**config.mk**
```make
export PLATFORM = sky130hd
export DESIGN_NAME = lab08_dp_arbiter_flat
export DESIGN_NICKNAME = d
export VERILOG_FILES = /design/src/rtl/lab08_dp_arbiter_pkg.sv /design/src/rtl/lab08_dp_arbiter_if.sv /design/src/rtl/lab08_dp_arbiter_tag_fifo.sv /design/src/rtl/lab08_dp_arbiter.sv /design/src/flat_wrapper.sv
export SDC_FILE = /design/constraint.sdc
export NUM_CORES = 1
export LEC_CHECK = 0
export BUFFER_PORTS_ARGS = -buffer_cell sky130_fd_sc_hd__buf_4
export CAP_MARGIN = 20
export CORE_MARGIN = 1.5
export CORE_UTILIZATION = 50
export DETAILED_ROUTE_END_ITERATION = 10
export PLACE_DENSITY = 0.87
export SYNTH_ARGS = -nofsm -noshare
export SYNTH_HDL_FRONTEND = slang
export SYNTH_HIERARCHICAL = 1
export SYNTH_SLANG_ARGS = --single-unit
export TNS_END_PERCENT = 50
```
**constraint.sdc**
```tcl
create_clock -name clk -period 6.04 [get_ports clk]
set_input_delay 0.302 -clock clk [delete_from_list [all_inputs] [get_ports clk]]
set_output_delay 0.302 -clock clk [all_outputs]
set_load 0.02 [all_outputs]
```
**src/rtl/lab08_dp_arbiter_pkg.sv**
```systemverilog
// Shared types and defaults for the Lab08 two-requester datapath arbiter.
package lab08_arb_pkg;

  localparam int DW_IN_DEFAULT  = 3;
  localparam int DW_OUT_DEFAULT = 8;
  localparam int DEPTH_DEFAULT  = 4;

  // Requester identity carried through the tag FIFO.
  typedef logic req_id_t;

  localparam req_id_t REQ0 = 1'b0;
  localparam req_id_t REQ1 = 1'b1;

endpackage

```
**src/rtl/lab08_dp_arbiter_if.sv**
```systemverilog
// Bus bundle between the two requesters, the arbiter and the shared datapath.
//
// Request handshake: a transfer happens on a rising clk edge where
// reqN_valid && reqN_ready. The requester holds valid/data stable until it
// sees ready; ready is combinational from the valids, the last grant and the
// in-flight count only. Datapath and response sides are valid-only pulses
// with no backpressure.
//
// slave  : the arbiter's view.
// master : the environment's view (requesters + datapath).
interface lab08_dp_arbiter_if
  import lab08_arb_pkg::*;
#(
  parameter int DW_IN  = DW_IN_DEFAULT,
  parameter int DW_OUT = DW_OUT_DEFAULT,
  parameter int DEPTH  = DEPTH_DEFAULT
);
  localparam int CW = $clog2(DEPTH + 1);

  logic              req0_valid;
  logic              req0_ready;
  logic [DW_IN-1:0]  req0_data1;
  logic [DW_IN-1:0]  req0_data2;
  logic              req1_valid;
  logic              req1_ready;
  logic [DW_IN-1:0]  req1_data1;
  logic [DW_IN-1:0]  req1_data2;
  logic              dp_in_valid;
  logic [DW_IN-1:0]  dp_in_data1;
  logic [DW_IN-1:0]  dp_in_data2;
  logic              dp_out_valid;
  logic [DW_OUT-1:0] dp_out_data;
  logic              resp0_valid;
  logic [DW_OUT-1:0] resp0_data;
  logic              resp1_valid;
  logic [DW_OUT-1:0] resp1_data;
  logic [CW-1:0]     inflight;
  logic              orphan_err;

  modport slave (
    input  req0_valid, req0_data1, req0_data2,
    input  req1_valid, req1_data1, req1_data2,
    input  dp_out_valid, dp_out_data,
    output req0_ready, req1_ready,
    output dp_in_valid, dp_in_data1, dp_in_data2,
    output resp0_valid, resp0_data, resp1_valid, resp1_data,
    output inflight, orphan_err
  );

  modport master (
    output req0_valid, req0_data1, req0_data2,
    output req1_valid, req1_data1, req1_data2,
    output dp_out_valid, dp_out_data,
    input  req0_ready, req1_ready,
    input  dp_in_valid, dp_in_data1, dp_in_data2,
    input  resp0_valid, resp0_data, resp1_valid, resp1_data,
    input  inflight, orphan_err
  );

endinterface

```
**src/rtl/lab08_dp_arbiter_tag_fifo.sv**
```systemverilog
// Tag FIFO: remembers which requester owns each in-flight datapath operation.
// Pushes while full and pops while empty are ignored.
module lab08_tag_fifo
  import lab08_arb_pkg::*;
#(
  parameter int DEPTH = DEPTH_DEFAULT,
  localparam int CW   = $clog2(DEPTH + 1)
) (
  input  logic          clk,
  input  logic          rst_n,
  input  logic          i_push,
  input  req_id_t       i_push_id,
  input  logic          i_pop,
  output req_id_t       o_head,
  output logic          o_full,
  output logic          o_empty,
  output logic [CW-1:0] o_count
);
  localparam int AW = $clog2(DEPTH);

  req_id_t       r_mem [DEPTH];
  logic [AW-1:0] r_wr_ptr;
  logic [AW-1:0] r_rd_ptr;
  logic [CW-1:0] r_count;
  logic          w_do_push;
  logic          w_do_pop;

  assign o_full    = (r_count == CW'(DEPTH));
  assign o_empty   = (r_count == '0);
  assign o_count   = r_count;
  assign o_head    = r_mem[r_rd_ptr];
  assign w_do_push = i_push & ~o_full;
  assign w_do_pop  = i_pop & ~o_empty;

  // Storage and pointers; pointers wrap naturally since DEPTH is a power of two.
  always_ff @(posedge clk or negedge rst_n) begin
    if (!rst_n) begin
      for (int i = 0; i < DEPTH; i++) r_mem[i] <= REQ0;
      r_wr_ptr <= '0;
      r_rd_ptr <= '0;
      r_count  <= '0;
    end else begin
      if (w_do_push) begin
        r_mem[r_wr_ptr] <= i_push_id;
        r_wr_ptr        <= r_wr_ptr + AW'(1);
      end
      if (w_do_pop) r_rd_ptr <= r_rd_ptr + AW'(1);
      case ({w_do_push, w_do_pop})
        2'b10:   r_count <= r_count + CW'(1);
        2'b01:   r_count <= r_count - CW'(1);
        default: r_count <= r_count;
      endcase
    end
  end

endmodule

```
**src/rtl/lab08_dp_arbiter.sv**
```systemverilog
// Round-robin arbiter sharing one in-order, non-stalling datapath between two
// requesters. Issues at most one operand pair per cycle, tags it with the
// requester ID and steers each returned result back to its owner.
// Optional build macro LAB08_ARB_STATS_EN adds saturating 16-bit grant counters.
module lab08_dp_arbiter
  import lab08_arb_pkg::*;
#(
  parameter int DW_IN  = DW_IN_DEFAULT,
  parameter int DW_OUT = DW_OUT_DEFAULT,
  parameter int DEPTH  = DEPTH_DEFAULT
) (
  input  logic        clk,
  input  logic        rst_n,
`ifdef LAB08_ARB_STATS_EN
  output logic [15:0] grant_cnt0,
  output logic [15:0] grant_cnt1,
`endif
  lab08_dp_arbiter_if.slave bus
);
  localparam int CW = $clog2(DEPTH + 1);

  logic              w_full;
  logic              w_empty;
  logic              w_req0_ready;
  logic              w_req1_ready;
  logic              w_hs0;
  logic              w_hs1;
  logic              w_push;
  logic              w_pop;
  req_id_t           w_push_id;
  req_id_t           w_head_id;
  logic [CW-1:0]     w_count;

  req_id_t           r_last_grant;
  logic              r_dp_in_valid;
  logic [DW_IN-1:0]  r_dp_in_data1;
  logic [DW_IN-1:0]  r_dp_in_data2;
  logic              r_resp0_valid;
  logic              r_resp1_valid;
  logic [DW_OUT-1:0] r_resp0_data;
  logic [DW_OUT-1:0] r_resp1_data;
  logic              r_orphan_err;

  // Grant: a lone requester wins, contention goes to whoever was not granted last.
  always_comb begin
    w_req0_ready = 1'b0;
    w_req1_ready = 1'b0;
    if (!w_full) begin
      if (bus.req0_valid && bus.req1_valid) begin
        w_req0_ready = (r_last_grant == REQ1);
        w_req1_ready = (r_last_grant == REQ0);
      end else begin
        w_req0_ready = bus.req0_valid;
        w_req1_ready = bus.req1_valid;
      end
    end
  end

  assign w_hs0     = bus.req0_valid & w_req0_ready;
  assign w_hs1     = bus.req1_valid & w_req1_ready;
  assign w_push    = w_hs0 | w_hs1;
  assign w_push_id = w_hs1 ? REQ1 : REQ0;
  // A return with nothing outstanding is an orphan and must not disturb the FIFO.
  assign w_pop     = bus.dp_out_valid & ~w_empty;

  lab08_tag_fifo #(.DEPTH(DEPTH)) u_tag_fifo (
    .clk       (clk),
    .rst_n     (rst_n),
    .i_push    (w_push),
    .i_push_id (w_push_id),
    .i_pop     (w_pop),
    .o_head    (w_head_id),
    .o_full    (w_full),
    .o_empty   (w_empty),
    .o_count   (w_count)
  );

  // Issue stage: register the granted operand pair, zero when idle.
  always_ff @(posedge clk or negedge rst_n) begin
    if (!rst_n) begin
      r_dp_in_valid <= 1'b0;
      r_dp_in_data1 <= '0;
      r_dp_in_data2 <= '0;
      r_last_grant  <= REQ1;
    end else begin
      r_dp_in_valid <= w_push;
      if (w_hs0) begin
        r_dp_in_data1 <= bus.req0_data1;
        r_dp_in_data2 <= bus.req0_data2;
      end else if (w_hs1) begin
        r_dp_in_data1 <= bus.req1_data1;
        r_dp_in_data2 <= bus.req1_data2;
      end else begin
        r_dp_in_data1 <= '0;
        r_dp_in_data2 <= '0;
      end
      if (w_push) r_last_grant <= w_push_id;
    end
  end

  // Return stage: steer the result to the owner at the FIFO head; sticky orphan flag.
  always_ff @(posedge clk or negedge rst_n) begin
    if (!rst_n) begin
      r_resp0_valid <= 1'b0;
      r_resp1_valid <= 1'b0;
      r_resp0_data  <= '0;
      r_resp1_data  <= '0;
      r_orphan_err  <= 1'b0;
    end else begin
      r_resp0_valid <= w_pop & (w_head_id == REQ0);
      r_resp1_valid <= w_pop & (w_head_id == REQ1);
      r_resp0_data  <= (w_pop && (w_head_id == REQ0)) ? bus.dp_out_data : '0;
      r_resp1_data  <= (w_pop && (w_head_id == REQ1)) ? bus.dp_out_data : '0;
      if (bus.dp_out_valid && w_empty) r_orphan_err <= 1'b1;
    end
  end

`ifdef LAB08_ARB_STATS_EN
  logic [15:0] r_grant_cnt0;
  logic [15:0] r_grant_cnt1;

  // Per-requester handshake counters, saturating at all-ones.
  always_ff @(posedge clk or negedge rst_n) begin
    if (!rst_n) begin
      r_grant_cnt0 <= '0;
      r_grant_cnt1 <= '0;
    end else begin
      if (w_hs0 && (r_grant_cnt0 != 16'hFFFF)) r_grant_cnt0 <= r_grant_cnt0 + 16'd1;
      if (w_hs1 && (r_grant_cnt1 != 16'hFFFF)) r_grant_cnt1 <= r_grant_cnt1 + 16'd1;
    end
  end

  assign grant_cnt0 = r_grant_cnt0;
  assign grant_cnt1 = r_grant_cnt1;
`else
  // No statistics in this build.
`endif

  assign bus.req0_ready  = w_req0_ready;
  assign bus.req1_ready  = w_req1_ready;
  assign bus.dp_in_valid = r_dp_in_valid;
  assign bus.dp_in_data1 = r_dp_in_data1;
  assign bus.dp_in_data2 = r_dp_in_data2;
  assign bus.resp0_valid = r_resp0_valid;
  assign bus.resp0_data  = r_resp0_data;
  assign bus.resp1_valid = r_resp1_valid;
  assign bus.resp1_data  = r_resp1_data;
  assign bus.inflight    = w_count;
  assign bus.orphan_err  = r_orphan_err;

endmodule

```
**src/flat_wrapper.sv**
```systemverilog
// flat-port wrapper written by rule: the top's interface ports become plain ports
module lab08_dp_arbiter_flat import lab08_arb_pkg::*;
#(
  parameter int DW_IN  = DW_IN_DEFAULT,
  parameter int DW_OUT = DW_OUT_DEFAULT,
  parameter int DEPTH  = DEPTH_DEFAULT
)
  (clk, rst_n, bus_req0_valid, bus_req0_data1, bus_req0_data2, bus_req1_valid, bus_req1_data1, bus_req1_data2, bus_dp_out_valid, bus_dp_out_data, bus_req0_ready, bus_req1_ready, bus_dp_in_valid, bus_dp_in_data1, bus_dp_in_data2, bus_resp0_valid, bus_resp0_data, bus_resp1_valid, bus_resp1_data, bus_inflight, bus_orphan_err);
  lab08_dp_arbiter_if #(.DW_IN(DW_IN), .DW_OUT(DW_OUT), .DEPTH(DEPTH)) bus_i ();
  input  logic clk;
  input  logic rst_n;
  input wire logic [$bits(bus_i.req0_valid)-1:0] bus_req0_valid;
  input wire logic [$bits(bus_i.req0_data1)-1:0] bus_req0_data1;
  input wire logic [$bits(bus_i.req0_data2)-1:0] bus_req0_data2;
  input wire logic [$bits(bus_i.req1_valid)-1:0] bus_req1_valid;
  input wire logic [$bits(bus_i.req1_data1)-1:0] bus_req1_data1;
  input wire logic [$bits(bus_i.req1_data2)-1:0] bus_req1_data2;
  input wire logic [$bits(bus_i.dp_out_valid)-1:0] bus_dp_out_valid;
  input wire logic [$bits(bus_i.dp_out_data)-1:0] bus_dp_out_data;
  output wire logic [$bits(bus_i.req0_ready)-1:0] bus_req0_ready;
  output wire logic [$bits(bus_i.req1_ready)-1:0] bus_req1_ready;
  output wire logic [$bits(bus_i.dp_in_valid)-1:0] bus_dp_in_valid;
  output wire logic [$bits(bus_i.dp_in_data1)-1:0] bus_dp_in_data1;
  output wire logic [$bits(bus_i.dp_in_data2)-1:0] bus_dp_in_data2;
  output wire logic [$bits(bus_i.resp0_valid)-1:0] bus_resp0_valid;
  output wire logic [$bits(bus_i.resp0_data)-1:0] bus_resp0_data;
  output wire logic [$bits(bus_i.resp1_valid)-1:0] bus_resp1_valid;
  output wire logic [$bits(bus_i.resp1_data)-1:0] bus_resp1_data;
  output wire logic [$bits(bus_i.inflight)-1:0] bus_inflight;
  output wire logic [$bits(bus_i.orphan_err)-1:0] bus_orphan_err;
  assign bus_i.req0_valid = bus_req0_valid;
  assign bus_i.req0_data1 = bus_req0_data1;
  assign bus_i.req0_data2 = bus_req0_data2;
  assign bus_i.req1_valid = bus_req1_valid;
  assign bus_i.req1_data1 = bus_req1_data1;
  assign bus_i.req1_data2 = bus_req1_data2;
  assign bus_i.dp_out_valid = bus_dp_out_valid;
  assign bus_i.dp_out_data = bus_dp_out_data;
  assign bus_req0_ready = bus_i.req0_ready;
  assign bus_req1_ready = bus_i.req1_ready;
  assign bus_dp_in_valid = bus_i.dp_in_valid;
  assign bus_dp_in_data1 = bus_i.dp_in_data1;
  assign bus_dp_in_data2 = bus_i.dp_in_data2;
  assign bus_resp0_valid = bus_i.resp0_valid;
  assign bus_resp0_data = bus_i.resp0_data;
  assign bus_resp1_valid = bus_i.resp1_valid;
  assign bus_resp1_data = bus_i.resp1_data;
  assign bus_inflight = bus_i.inflight;
  assign bus_orphan_err = bus_i.orphan_err;
  lab08_dp_arbiter #(.DW_IN(DW_IN), .DW_OUT(DW_OUT), .DEPTH(DEPTH)) u_core (.clk(clk), .rst_n(rst_n), .bus(bus_i));
endmodule
```
======== Word-level counts from Yosys, hierarchy flattened ========
Index checks and enable logic that the tools add are counted.
cells by class
  eq/ne operators ......................... 3
  $add $sub $neg .......................... 4
  magnitude comparators ................... 3
  muxes and demuxes ....................... 18
  reductions and logical operators ........ 7
  bitwise operators ....................... 14
operator list
  operator                                                    number
  2-to-1 mux 8 bit                                            2
  2-to-1 mux 3 bit                                            4
  2-to-1 mux 1 bit                                            8
  bitwise AND 1 bit                                           7
  greater-or-equal comparator 3 bit, second input constant    2
  NOT 2 -> 3 bit                                              2
  case mux 3 bit (2 select lines)                             1
  logical AND 1 bit                                           5
  adder 2 x 1 -> 2 bit, second input constant                 2
  bitwise mux 4 bit                                           1
  NOT 1 bit                                                   4
  adder 3 x 1 -> 3 bit, second input constant                 1
  equality test 3 bit, second input constant                  1
  zero test 3 bit                                             1
  less-than comparator 3 x 1 -> 1 bit, second input constant  1
  subtractor 3 x 1 -> 3 bit, second input constant            1
  binary-select mux 1 bit (select 2 bit)                      1
  demux 1 bit (select 2 bit)                                  1
  equality test 2 x 1 -> 1 bit, second input constant         1
  equality test 2 bit, second input constant                  1
  nonzero test 2 bit                                          1
  bitwise OR 1 bit                                            1
storage, ports and cells
  register bits ........................... 38
  input bits .............................. 25
  logic and storage cells ................. 65
  output and inout bits ................... 31

======== Logic depth before layout (Yosys ltp) ========
Gate-level depths: netlist of the first run.
  depth after elaboration ................. 8
  mapped depth ............................ 11
  gate-level depth less buffers ........... 9

======== Hierarchy ========
The synthesis of the first run kept the hierarchy.
by module, submodules not included
  module            sequential area each (um2)  cells each  times used  area each (um2)
  lab08_dp_arbiter  676.9                       73          1           987.2
  lab08_tag_fifo    275.3                       54          1           605.6

======== Worst setup path after synthesis of the first run ========
Ideal clock, no wire load.
  path type ............................... reg-to-reg
  from .................................... register u_core.u_tag_fifo.r_count[2] (netlist: u_core/u_tag_fifo/o_count[2])
  to ...................................... register u_core.u_tag_fifo.r_count[2] (netlist: u_core/u_tag_fifo/o_count[2])
  slack ................................... 3694 ps
  arrival time ............................ 2267 ps
  buffers on the path ..................... 2
  required time ........................... 5960 ps
  stages on the path, launching flop included .. 12
  cell sequence ........................... dfrtp_1 nor3b_4 buf_2 nor2_1 nand2b_1 buf_6 ha_1 inv_1 fa_1 xor2_1 nor2_1 xor2_1
between the ends
  longest elaborated chain between the ends .. 7
ends and longest elaborated chain
  element                                                                RTL line                                        text
  from (decl)                                                            lab08_dp_arbiter_tag_fifo.sv:24                 logic [CW-1:0] r_count;
  from (signal assigned)                                                 lab08_dp_arbiter_tag_fifo.sv:49                 2'b10: r_count <= r_count + CW'(1);
  from (signal assigned)                                                 lab08_dp_arbiter_tag_fifo.sv:50                 2'b01: r_count <= r_count - CW'(1);
  from (signal assigned)                                                 lab08_dp_arbiter_tag_fifo.sv:51                 default: r_count <= r_count;
  equality test 3 bit (*)                                                lab08_dp_arbiter_tag_fifo.sv:28                 assign o_full = (r_count == CW'(DEPTH));
  via u_core.w_full                                                      lab08_dp_arbiter.sv:22                          logic w_full;
  2-to-1 mux 1 bit                                                       lab08_dp_arbiter.sv:48                          if (!w_full) begin
  bitwise AND 1 bit, on equally long branches                            lab08_dp_arbiter.sv:59, lab08_dp_arbiter.sv:60
  bitwise OR 1 bit (*)                                                   lab08_dp_arbiter.sv:61                          assign w_push = w_hs0 | w_hs1;
  via u_core.w_push                                                      lab08_dp_arbiter.sv:28                          logic w_push;
  bitwise AND 1 bit (*)                                                  lab08_dp_arbiter_tag_fifo.sv:32                 assign w_do_push = i_push & ~o_full;
  equality test 2 x 1 -> 1 bit or equality test 2 bit (tied branches)    lab08_dp_arbiter_tag_fifo.sv:48                 case ({w_do_push, w_do_pop})
  case mux 3 bit (2 select lines) or nonzero test 2 bit (tied branches)  --
Mark *: on every way through the listed nets, which the timed path passes. The rest lies on a longest branch.
A chain may end at the register's enable or synchronous reset.

======== Final worst setup path of the first run ========
  from .................................... register u_core.u_tag_fifo.r_count[0] (netlist: u_core/u_tag_fifo/o_count[0])
  to ...................................... register u_core.u_tag_fifo.r_count[2] (netlist: u_core/u_tag_fifo/o_count[2])
The elaborated chain is that of the path after synthesis.

==> flow_summary.toml, run 1 <==
[run_status]
status = "complete, no violations"

[sta]
setup_viol = 0
max_slew.worst_pin.slew_ns = 0.5724
fmax_mhz = 372.7
grt_setup_unrepaired = "false"
layout_min_cycle_time_ns = 2.683
max_slew_margin_pct = 61.80
period_share_pct = 44.42
drv_slew = 0
setup_ws_ns = 3.357
setup_tns_ns = 0
final-hold-violation-count = 0
finalClockSkew_ns = 0.008157

[critical_path]
cp.buffers_inverters = 1
cp_cell_sequence = "nor3b_4, nor2_1, nand2b_1, ha_1, inv_1, fa_1, xor2_1, nor2_1, xor2_1"
worstSetupStartpointType = "register"
path_max_fanout = 16
worstPathRequired_ns = 6.30
critPathSlowestCell = "nor3b_4"
path_class = "register to register"
worst_ep_arrival_time_ns = 2.94
cpPeakStageDelay_ns = 0.53
worstSetupEndpointType = "register"
crit_family = "simple AND/OR/NAND/NOR gates"

[clocking]
postCtsHoldBufs = 1
numCtsBuffers = 5
clk_pin_slew_worst_paths_ns = 0.11
cts_setup_buffers = 0
cts_buffer_depth = 2
clockRootBuffer = "clkbuf_4"
cts_tree = "yes"
cts.sinks = 38
ctsHtreeMaxLevel = 2
clkLatencyLatePin_ns = 0.33
ctsResizeCount = 0

[grt]
grt_pass1_vias = 1089
grt_use_total_pct = 18.41
grt_first_pass_wirelength_mm = 4.788
overflow = 0
antenna_found_initial = 0
grt_max_degree = 39

[pwr]
p_leak_nw = 1.107
clockPowerShare_pct = 20.2
intPower_uw = 696.3
peakVddDrop_mv = 0.2538
p_sw_share_pct = 35.44
power.switching_uw = 382.3
p_per_area_nw_per_um2 = 503.5
seqPwrFrac_pct = 37.4
combPwrFrac_pct = 42.4
finalPower_mw = 1.079

[place]
hpwlAfterDp_mm = 2.200
placed_cells = 221
place_congestion = 0.7685
place_ws_ns = 3.371
portBuffers = 55

[die]
die-area_um2 = 3533
ios = 56
die_height_um = 59.44
num_rows = 20
initial_core_util_pct = 52.60
die_x_um = 59.44
core_um2 = 3028

[layout]
area.growth.synth_to_final_pct = 34.49
instances_no_fill = 230
nets = 216
n_antenna_cell = 0
drive_gt1_share_pct = 38.17

[min_path]
hold_class = "primary input to register"

[routing]
vias_per_cell = 4.883
drt_iter0_markers = 22
ant_nets = 0
drtPass1Iterations = 4
drc_errors = 0
wirelength_mm = 2.898
vias = 1123
wl_per_cell_um = 12.60

[logic_synthesis]
netlist.area_leader.share_pct = 58.13
yosysSeqAreaShare_pct = 59.78
synth_warnings = 6
syn_area_um2 = 1593
synthTopCellsByArea = "dfrtp_1 (58%), ha_1 (3.9%), and2_1 (3.5%)"
synth_top_cell_by_area = "dfrtp_1"
syn_nets = 158
ys_types = 29
syn_inst = 127
syn_area_per_cell_um2 = 12.54
ys_seq_elements = 38

[flow_run]
max-cap-violations = 0
[registers in the layout (all words and copies together), names as in the netlist, 2 cells and up]
signal                      flops
u_core/u_tag_fifo/r_rd_ptr      2
u_core/u_tag_fifo/r_mem         4
u_core/u_tag_fifo/o_count       3
u_core/bus.dp_in_data1          3
u_core/u_tag_fifo/r_wr_ptr      2
u_core/bus.dp_in_data2          3
u_core/bus.resp0_data           8
u_core/bus.resp1_data           8
[synthesized netlist by cell type (all sizes together)]
| cell | instances |
|---|---|
| and2 | 9 |
| nor2 | 10 |
| a22o | 1 |
| o31a | 1 |
| a32oi | 6 |
| nor3 | 1 |
| mux4 | 1 |
| and3 | 8 |
| a21boi | 1 |
| xnor2 | 3 |
| mux2i | 1 |
| o21ai | 8 |
| nand2b | 3 |
| nor3b | 1 |
| dfrtp | 37 |
| nor2b | 5 |
| mux2 | 1 |
| fa | 1 |
| buf | 5 |
| xor2 | 3 |
| a21o | 1 |
| inv | 5 |
| dfstp | 1 |
| nand2 | 9 |
| ha | 5 |
[path summary, 6_finish.rpt]
| check | startpoint | endpoint | slack, ns | depth (start not counted) |
|---|---|---|---|---|
| worst max-delay path | u_core/u_tag_fifo/o_count[0] | u_core/u_tag_fifo/o_count[2] | 3.36 | 9 |
| worst min-delay path | bus_dp_out_data[6] | u_core/bus.resp0_data[6] | 0.18 | 2 |
| worst max register to register | u_core/u_tag_fifo/o_count[0] | u_core/u_tag_fifo/o_count[2] | 3.36 | 9 |
| worst min register to register | u_core/bus.orphan_err | u_core/bus.orphan_err | 0.46 | 1 |
| max in group asynchronous | rst_n | u_core/r_last_grant | 5.24 | 2 |
| min in group asynchronous | rst_n | u_core/bus.resp0_data[6] | 0.45 | 2 |
[worst reg2reg max path: stages, from the launching register on]
cell	delay [ns]
dfrtp_1	0.48
nor3b_4	0.53
nor2_1	0.24
nand2b_1	0.29
ha_1	0.24
inv_1	0.06
fa_1	0.38
xor2_1	0.15
nor2_1	0.11
xor2_1	0.15
[stage by stage]
stage               hold slack, ns  util [%]  area, um^2
floorplan                 0.006409         -        1593
global placement            0.2796     66.74        2021
detailed placement          0.2823     66.74        2021
CTS                         0.1624     70.74        2142
global route                0.1573     70.74        2142
finish                      0.1804     70.74        2142
[cell families (layout without fill, tap and decap cells)]
logic type / after synthesis / count (layout) / share of synthesized area (%)
AO/OA/AOI/OAI: 18 / 18 / 8.642
XOR/XNOR: 6 / 6 / 3.300
adder cells (fa/ha/maj): 6 / 6 / 5.185
buffers and inverters: 10 / 69 / 3.692
flip-flops: 38 / 38 / 59.78
multiplexers: 3 / 3 / 2.985
AND/OR/NAND/NOR: 46 / 46 / 16.42
[power groups by stage]
stage / Clock (mW) / Combinational [mW] / Sequential, mW
after floorplan: 0 / 0.243 / 0.476
after global placement: 0 / 0.448 / 0.406
after detailed placement: 0 / 0.460 / 0.409
after CTS: 0.224 / 0.462 / 0.404
after global routing: 0.235 / 0.502 / 0.416
final: 0.218 / 0.457 / 0.403
[cells in the final DEF (no fill, tap or decap), drive strengths merged]
master,n
nand2,9
ha,5
bufinv,2
and3,8
mux2i,1
inv,5
mux4,1
mux2,1
fa,1
dfstp,1
o21ai,8
buf,55
a32oi,6
nor3,1
a21boi,1
nor3b,1
dfrtp,37
o31a,1
clkbuf,6
nor2b,5
xor2,3
nor2,10
a21o,1
xnor2,3
nand2b,3
dlygate4sd3,1
and2,9
a22o,1
[routing by layer]
metal  wire (um)  vias to the layer above  track usage, %
met5           0                        -               0
met4          31                        0           6.494
met3         216                        4           6.987
met2        1481                       37           30.93
met1        1167                      542           21.45
li1            -                      540               -
[cell type report]
| type | instances | area [um^2] |
|---|---|---|
| clock buffer | 6 | 51.30 |
| clock inverter | 2 | 60.06 |
| fill | 200 | 885.9 |
| inverter | 5 | 18.77 |
| multi-input combinational | 79 | 581.8 |
| sequential | 38 | 952.2 |
| tap | 44 | 55.05 |
| timing repair buffer | 56 | 422.9 |
Power figures use the tool's default switching activity.
==> run 2, diff against run 1 <==
Settings changed: CORE_UTILIZATION 50 to 49, PLACE_DENSITY 0.87 to 0.86.
Clock period 6.04 ns to 2.5 ns, I/O delays scaled along.
==> flow_summary.toml, run 2 (synthesis results as in run 1) <==
[layout]
layout_common_cells = "buf_4 (58), dfrtp_1 (37), nor2_1 (10)"
seqCellArea_um2 = 952.2
area.growth.synth_to_final_pct = 37.94
drive_gt1_share_pct = 37.56
fin_util_pct = 71.38
final_common_cell = "buf_4"
nets = 227
n_fill_cell = 223
n_antenna_cell = 0
multi_input_area_um2 = 581.8
instances_no_fill = 241

[place]
placed_cells = 224
place_ws_ns = 0.2614
place_congestion = 0.7385
portBuffers = 55
hpwlAfterDp_mm = 2.525

[pwr]
intPower_mw = 1.521
p_sw_share_pct = 39.16
power.switching_uw = 979.0
clockPowerShare_pct = 13.6
p_per_area_nw_per_um2 = 1138
combPwrFrac_pct = 47.3
p_leak_nw = 1.131
peakVddDrop_mv = 0.6290
seqPwrFrac_pct = 39.1

[sta]
setup_viol = 0
hold_ws_ns = 0.02104
max_slew_margin_pct = 69.00
setup_ws_ns = 0.2177
setup_tns_ns = 0
drv_slew = 0
grt_setup_unrepaired = "false"
layout_min_cycle_time_ns = 2.282
finalClockSkew_ns = 0.008094
period_share_pct = 91.29
max_slew.worst_pin.slew_ns = 0.4650
fmax_mhz = 438.2
final-hold-violation-count = 0

[grt]
antenna_found_initial = 0
overflow = 0
grt_pass1_vias = 1239
grt_first_pass_wirelength_mm = 5.520
grt_use_total_pct = 21.11
grt_max_degree = 39

[clocking]
clkLatencyLatePin_ns = 0.34
clk_pin_slew_worst_paths_ns = 0.11
ctsHtreeMaxLevel = 2
cts_buffer_depth = 2
cts_tree = "yes"
clockRootBuffer = "clkbuf_4"
ctsResizeCount = 0
numCtsBuffers = 5
cts.sinks = 38

[routing]
drt_iter0_markers = 36
vias = 1207
drc_errors = 0
wirelength_mm = 3.391
vias_per_cell = 5.008
ant_nets = 0
drtPass1Iterations = 4
wl_per_cell_um = 14.07

[run_status]
status = "complete, no violations"

[die]
die_height_um = 60.02
num_rows = 20
die_x_um = 60.02
core_um2 = 3078
ios = 56
die-area_um2 = 3602
initial_core_util_pct = 51.75

[critical_path]
r2r-start = "u_core/u_tag_fifo/o_count[0]"
path_class = "register to register"
path_max_fanout = 11
worstSetupStartpointType = "register"
crit_start = "u_core/u_tag_fifo/o_count[0]"
worst_ep_arrival_time_ns = 2.55
worstSetupEndpointType = "register"
worstPathRequired_ns = 2.77

[min_path]
hold_class = "primary input to register"
min-delay-start = "bus_dp_out_data[1]"

[flow_run]
max-cap-violations = 0
[run 2: per-stage QoR]
stage,instance area (um^2),power (mW)
2_1_floorplan,1593,1.736
3_3_place_gp,2043,2.089
3_5_place_dp,2043,2.162
4_1_cts,2197,2.515
5_1_grt,2197,2.679
6_report,2197,2.500
[run 2: routing by layer]
layer | part of all wire (%) | vias to the layer above | GRT usage, %
met2 | 51 | 54 | 34.01
met5 | 0 | - | 0
met1 | 39 | 581 | 25.86
li1 | - | 562 | -
met3 | 6.8 | 10 | 5.844
met4 | 2.8 | 0 | 10.79
[run 2: what timing repair did]
| action | CTS | global route |
|---|---|---|
| hold buffers | 9 | 0 |
| buffers inserted | 0 | 0 |
| endpoints found under the hold margin | 45 | 0 |
[run 2: power groups by stage]
stage | Clock [mW] | Sequential (mW) | Combinational [mW]
final | 0.339 | 0.978 | 1.18
after global routing | 0.373 | 1.00 | 1.30
after CTS | 0.351 | 0.979 | 1.19
after detailed placement | 0 | 0.991 | 1.17
after global placement | 0 | 0.980 | 1.11
after floorplan | 0 | 1.15 | 0.586
[run 2: area by class of cell]
class	instances	area share (%)
Multi-Input combinational cell	79	26.48
Tap cell	44	2.506
Clock buffer	6	2.335
Sequential cell	38	43.34
Timing Repair Buffer	67	23.92
Clock inverter	2	0.5695
Inverter	5	0.8542
[run 2: worst paths after layout]
path                                                end  slack, ns  depth (start not counted)
max                        u_core/u_tag_fifo/o_count[2]       0.22                          9
min                            u_core/bus.resp0_data[1]       0.02                          2
max reg2reg                u_core/u_tag_fifo/o_count[2]       0.22                          9
min reg2reg                       u_core/bus.orphan_err       0.48                          1
max in group asynchronous           u_core/r_last_grant       1.89                          2
min in group asynchronous      u_core/bus.resp0_data[5]       0.27                          2
[run 2: worst max-delay path, cell delays in order (launching register included)]
cell     delay (ns)
dfrtp_1        0.50
nor3_1         0.12
nor2b_2        0.30
o31a_2         0.25
ha_1           0.19
inv_1          0.06
fa_1           0.37
xor2_1         0.15
nor2_1         0.12
xor2_1         0.16
==> run 3, diff against run 2 <==
Settings changed: CELL_PAD_IN_SITES_DETAIL_PLACEMENT from default to 0, CELL_PAD_IN_SITES_GLOBAL_PLACEMENT from default to 1, CORE_UTILIZATION 49 to 38.
==> flow_summary.toml, run 3 (synthesis results as in run 1) <==
[pwr]
combPwrFrac_pct = 41.5
p_per_area_nw_per_um2 = 1247
seqPwrFrac_pct = 35.7
peakVddDrop_mv = 0.3136
p_sw_share_pct = 34.58
clockPowerShare_pct = 22.9
intPower_mw = 1.797
power.switching_uw = 950.0
p_leak_nw = 1.135

[critical_path]
cp_cell_sequence = "nor3_1, nor2b_2, o31a_2, ha_1, inv_1, fa_1, xor2_1, nor2_1, xor2_1"
cpMostUsedCell = "xor2_1"
r2r-start = "u_core/u_tag_fifo/o_count[0]"
worstPathRequired_ns = 2.71
cpPeakStageDelay_ns = 0.48
critPathSlowestCell = "dfrtp_1"
worstSetupStartpointType = "register"
crit_family = "adder cells"
crit_start = "u_core/u_tag_fifo/o_count[0]"
path_class = "register to register"
cp.buffers_inverters = 1
worst_ep_arrival_time_ns = 2.47
path_max_fanout = 11
worstSetupEndpointType = "register"

[clocking]
cts_tree = "yes"
ctsHtreeMaxLevel = 2
clockRootBuffer = "clkbuf_8"
cts_buffer_depth = 2
cts.sinks = 38
ctsResizeCount = 0
clk_pin_slew_worst_paths_ns = 0.07
numCtsBuffers = 5
clkLatencyLatePin_ns = 0.28

[routing]
ant_nets = 0
drtPass1Iterations = 4
wirelength_mm = 3.072
drt_iter0_markers = 50
drc_errors = 0
vias = 1125
wl_per_cell_um = 12.85
vias_per_cell = 4.707

[layout]
drive_gt1_share_pct = 39.15
area.growth.synth_to_final_pct = 38.33
layout_common_cells = "buf_4 (58), dfrtp_1 (37), nor2_1 (10)"
nets = 219
seqCellArea_um2 = 952.2
n_antenna_cell = 0
multi_input_area_um2 = 581.8
n_fill_cell = 338
final_common_cell = "buf_4"

[run_status]
status = "complete, no violations"

[grt]
grtUsageMet2_pct = 24.02
busiest_layer = "met2"
grt_max_degree = 39
antenna_found_initial = 0
grt_first_pass_wirelength_mm = 4.802
grt_use_total_pct = 14.49
grt.met3_usage_pct = 5.333
overflow = 0
grt_use_met1_pct = 17.01
grt_pass1_vias = 1060

[min_path]
hold_class = "primary input to register"
min-delay-start = "bus_dp_out_valid"

[die]
ios = 56
die_height_um = 67.74
num_rows = 23
die-area_um2 = 4589
die_x_um = 67.74
initial_core_util_pct = 39.53
core_um2 = 4029

[place]
place_congestion = 0.7973
portBuffers = 55
hpwlAfterDp_mm = 2.332

[sta]
final-hold-violation-count = 0
setup_tns_ns = 0
max_slew.worst_pin.slew_ns = 0.4660
drv_slew = 0
layout_min_cycle_time_ns = 2.261
max_slew_margin_pct = 68.93
period_share_pct = 90.43
setup_viol = 0
hold_ws_ns = 0.05288
grt_setup_unrepaired = "false"
fmax_mhz = 442.3
finalClockSkew_ns = 0.003333

[flow_run]
max-cap-violations = 0
## run 3: cell count changes in the layout (fill, tap and decap cells not counted), sizes merged
cell,change
bufinv,+2
clkinv,-1
clkinvlp,-1
dlygate4sd3,-8
## run 3: per-stage QoR
step,worst slack [ns],utilization [%],cells,area [um^2],total power [mW]
2_1_floorplan,0.1536,-,127,1593,1.736
6_report,0.2392,54.69,239,2203,2.747
3_3_place_gp,0.3503,50.90,230,2051,2.094
4_1_cts,0.2342,54.69,239,2203,2.783
3_5_place_dp,0.2684,50.90,230,2051,2.137
5_1_grt,0.02453,54.69,239,2203,2.940
## run 3: final cells by class
class	instances	area share, %
clock buffers	6	3.748
clock inverters	2	2.726
inverters	5	0.8518
multi-input cells	79	26.41
flip-flops and latches	38	43.21
well taps	50	2.839
repair buffers	59	20.22
## run 3: power by group through the flow
stage          combinational, mW  clock, mW  sequential (mW)
2_1_floorplan              0.586          0             1.15
3_3_place_gp                1.11          0            0.981
3_5_place_dp                1.15          0            0.992
4_1_cts                     1.15      0.645            0.983
5_1_grt                     1.27      0.670             1.00
6_report                    1.14      0.628            0.980
## run 3: path summary, 6_finish.rpt
| path | endpoint | slack, ns | cells after the start |
|---|---|---|---|
| worst max-delay path | u_core/u_tag_fifo/o_count[2] | 0.24 | 9 |
| worst min-delay path | u_core/bus.orphan_err | 0.05 | 2 |
| worst max register to register | u_core/u_tag_fifo/o_count[2] | 0.24 | 9 |
| worst min register to register | u_core/bus.orphan_err | 0.46 | 1 |
| max in group asynchronous | u_core/r_last_grant | 1.81 | 2 |
| min in group asynchronous | u_core/bus.dp_in_data2[2] | 0.34 | 2 |
## run 3: worst reg2reg max path, cell delays in order (launching register included)
cell	delay, ns
dfrtp_1	0.48
nor3_1	0.11
nor2b_2	0.31
o31a_2	0.25
ha_1	0.18
inv_1	0.06
fa_1	0.38
xor2_1	0.15
nor2_1	0.11
xor2_1	0.16
## run 3: layer usage
| layer | wire length, um | part of all wire (%) |
|---|---|---|
| met5 | 0 | 0 |
| met3 | 259 | 8.4 |
| met1 | 1180 | 38 |
| met2 | 1595 | 52 |
| met4 | 37 | 1.2 |
## run 3: repair_timing
action,in CTS,in global routing
hold buffers,1,0
endpoints found under the hold margin,37,0
buffers inserted,0,0
endpoints found under the setup margin,0,0
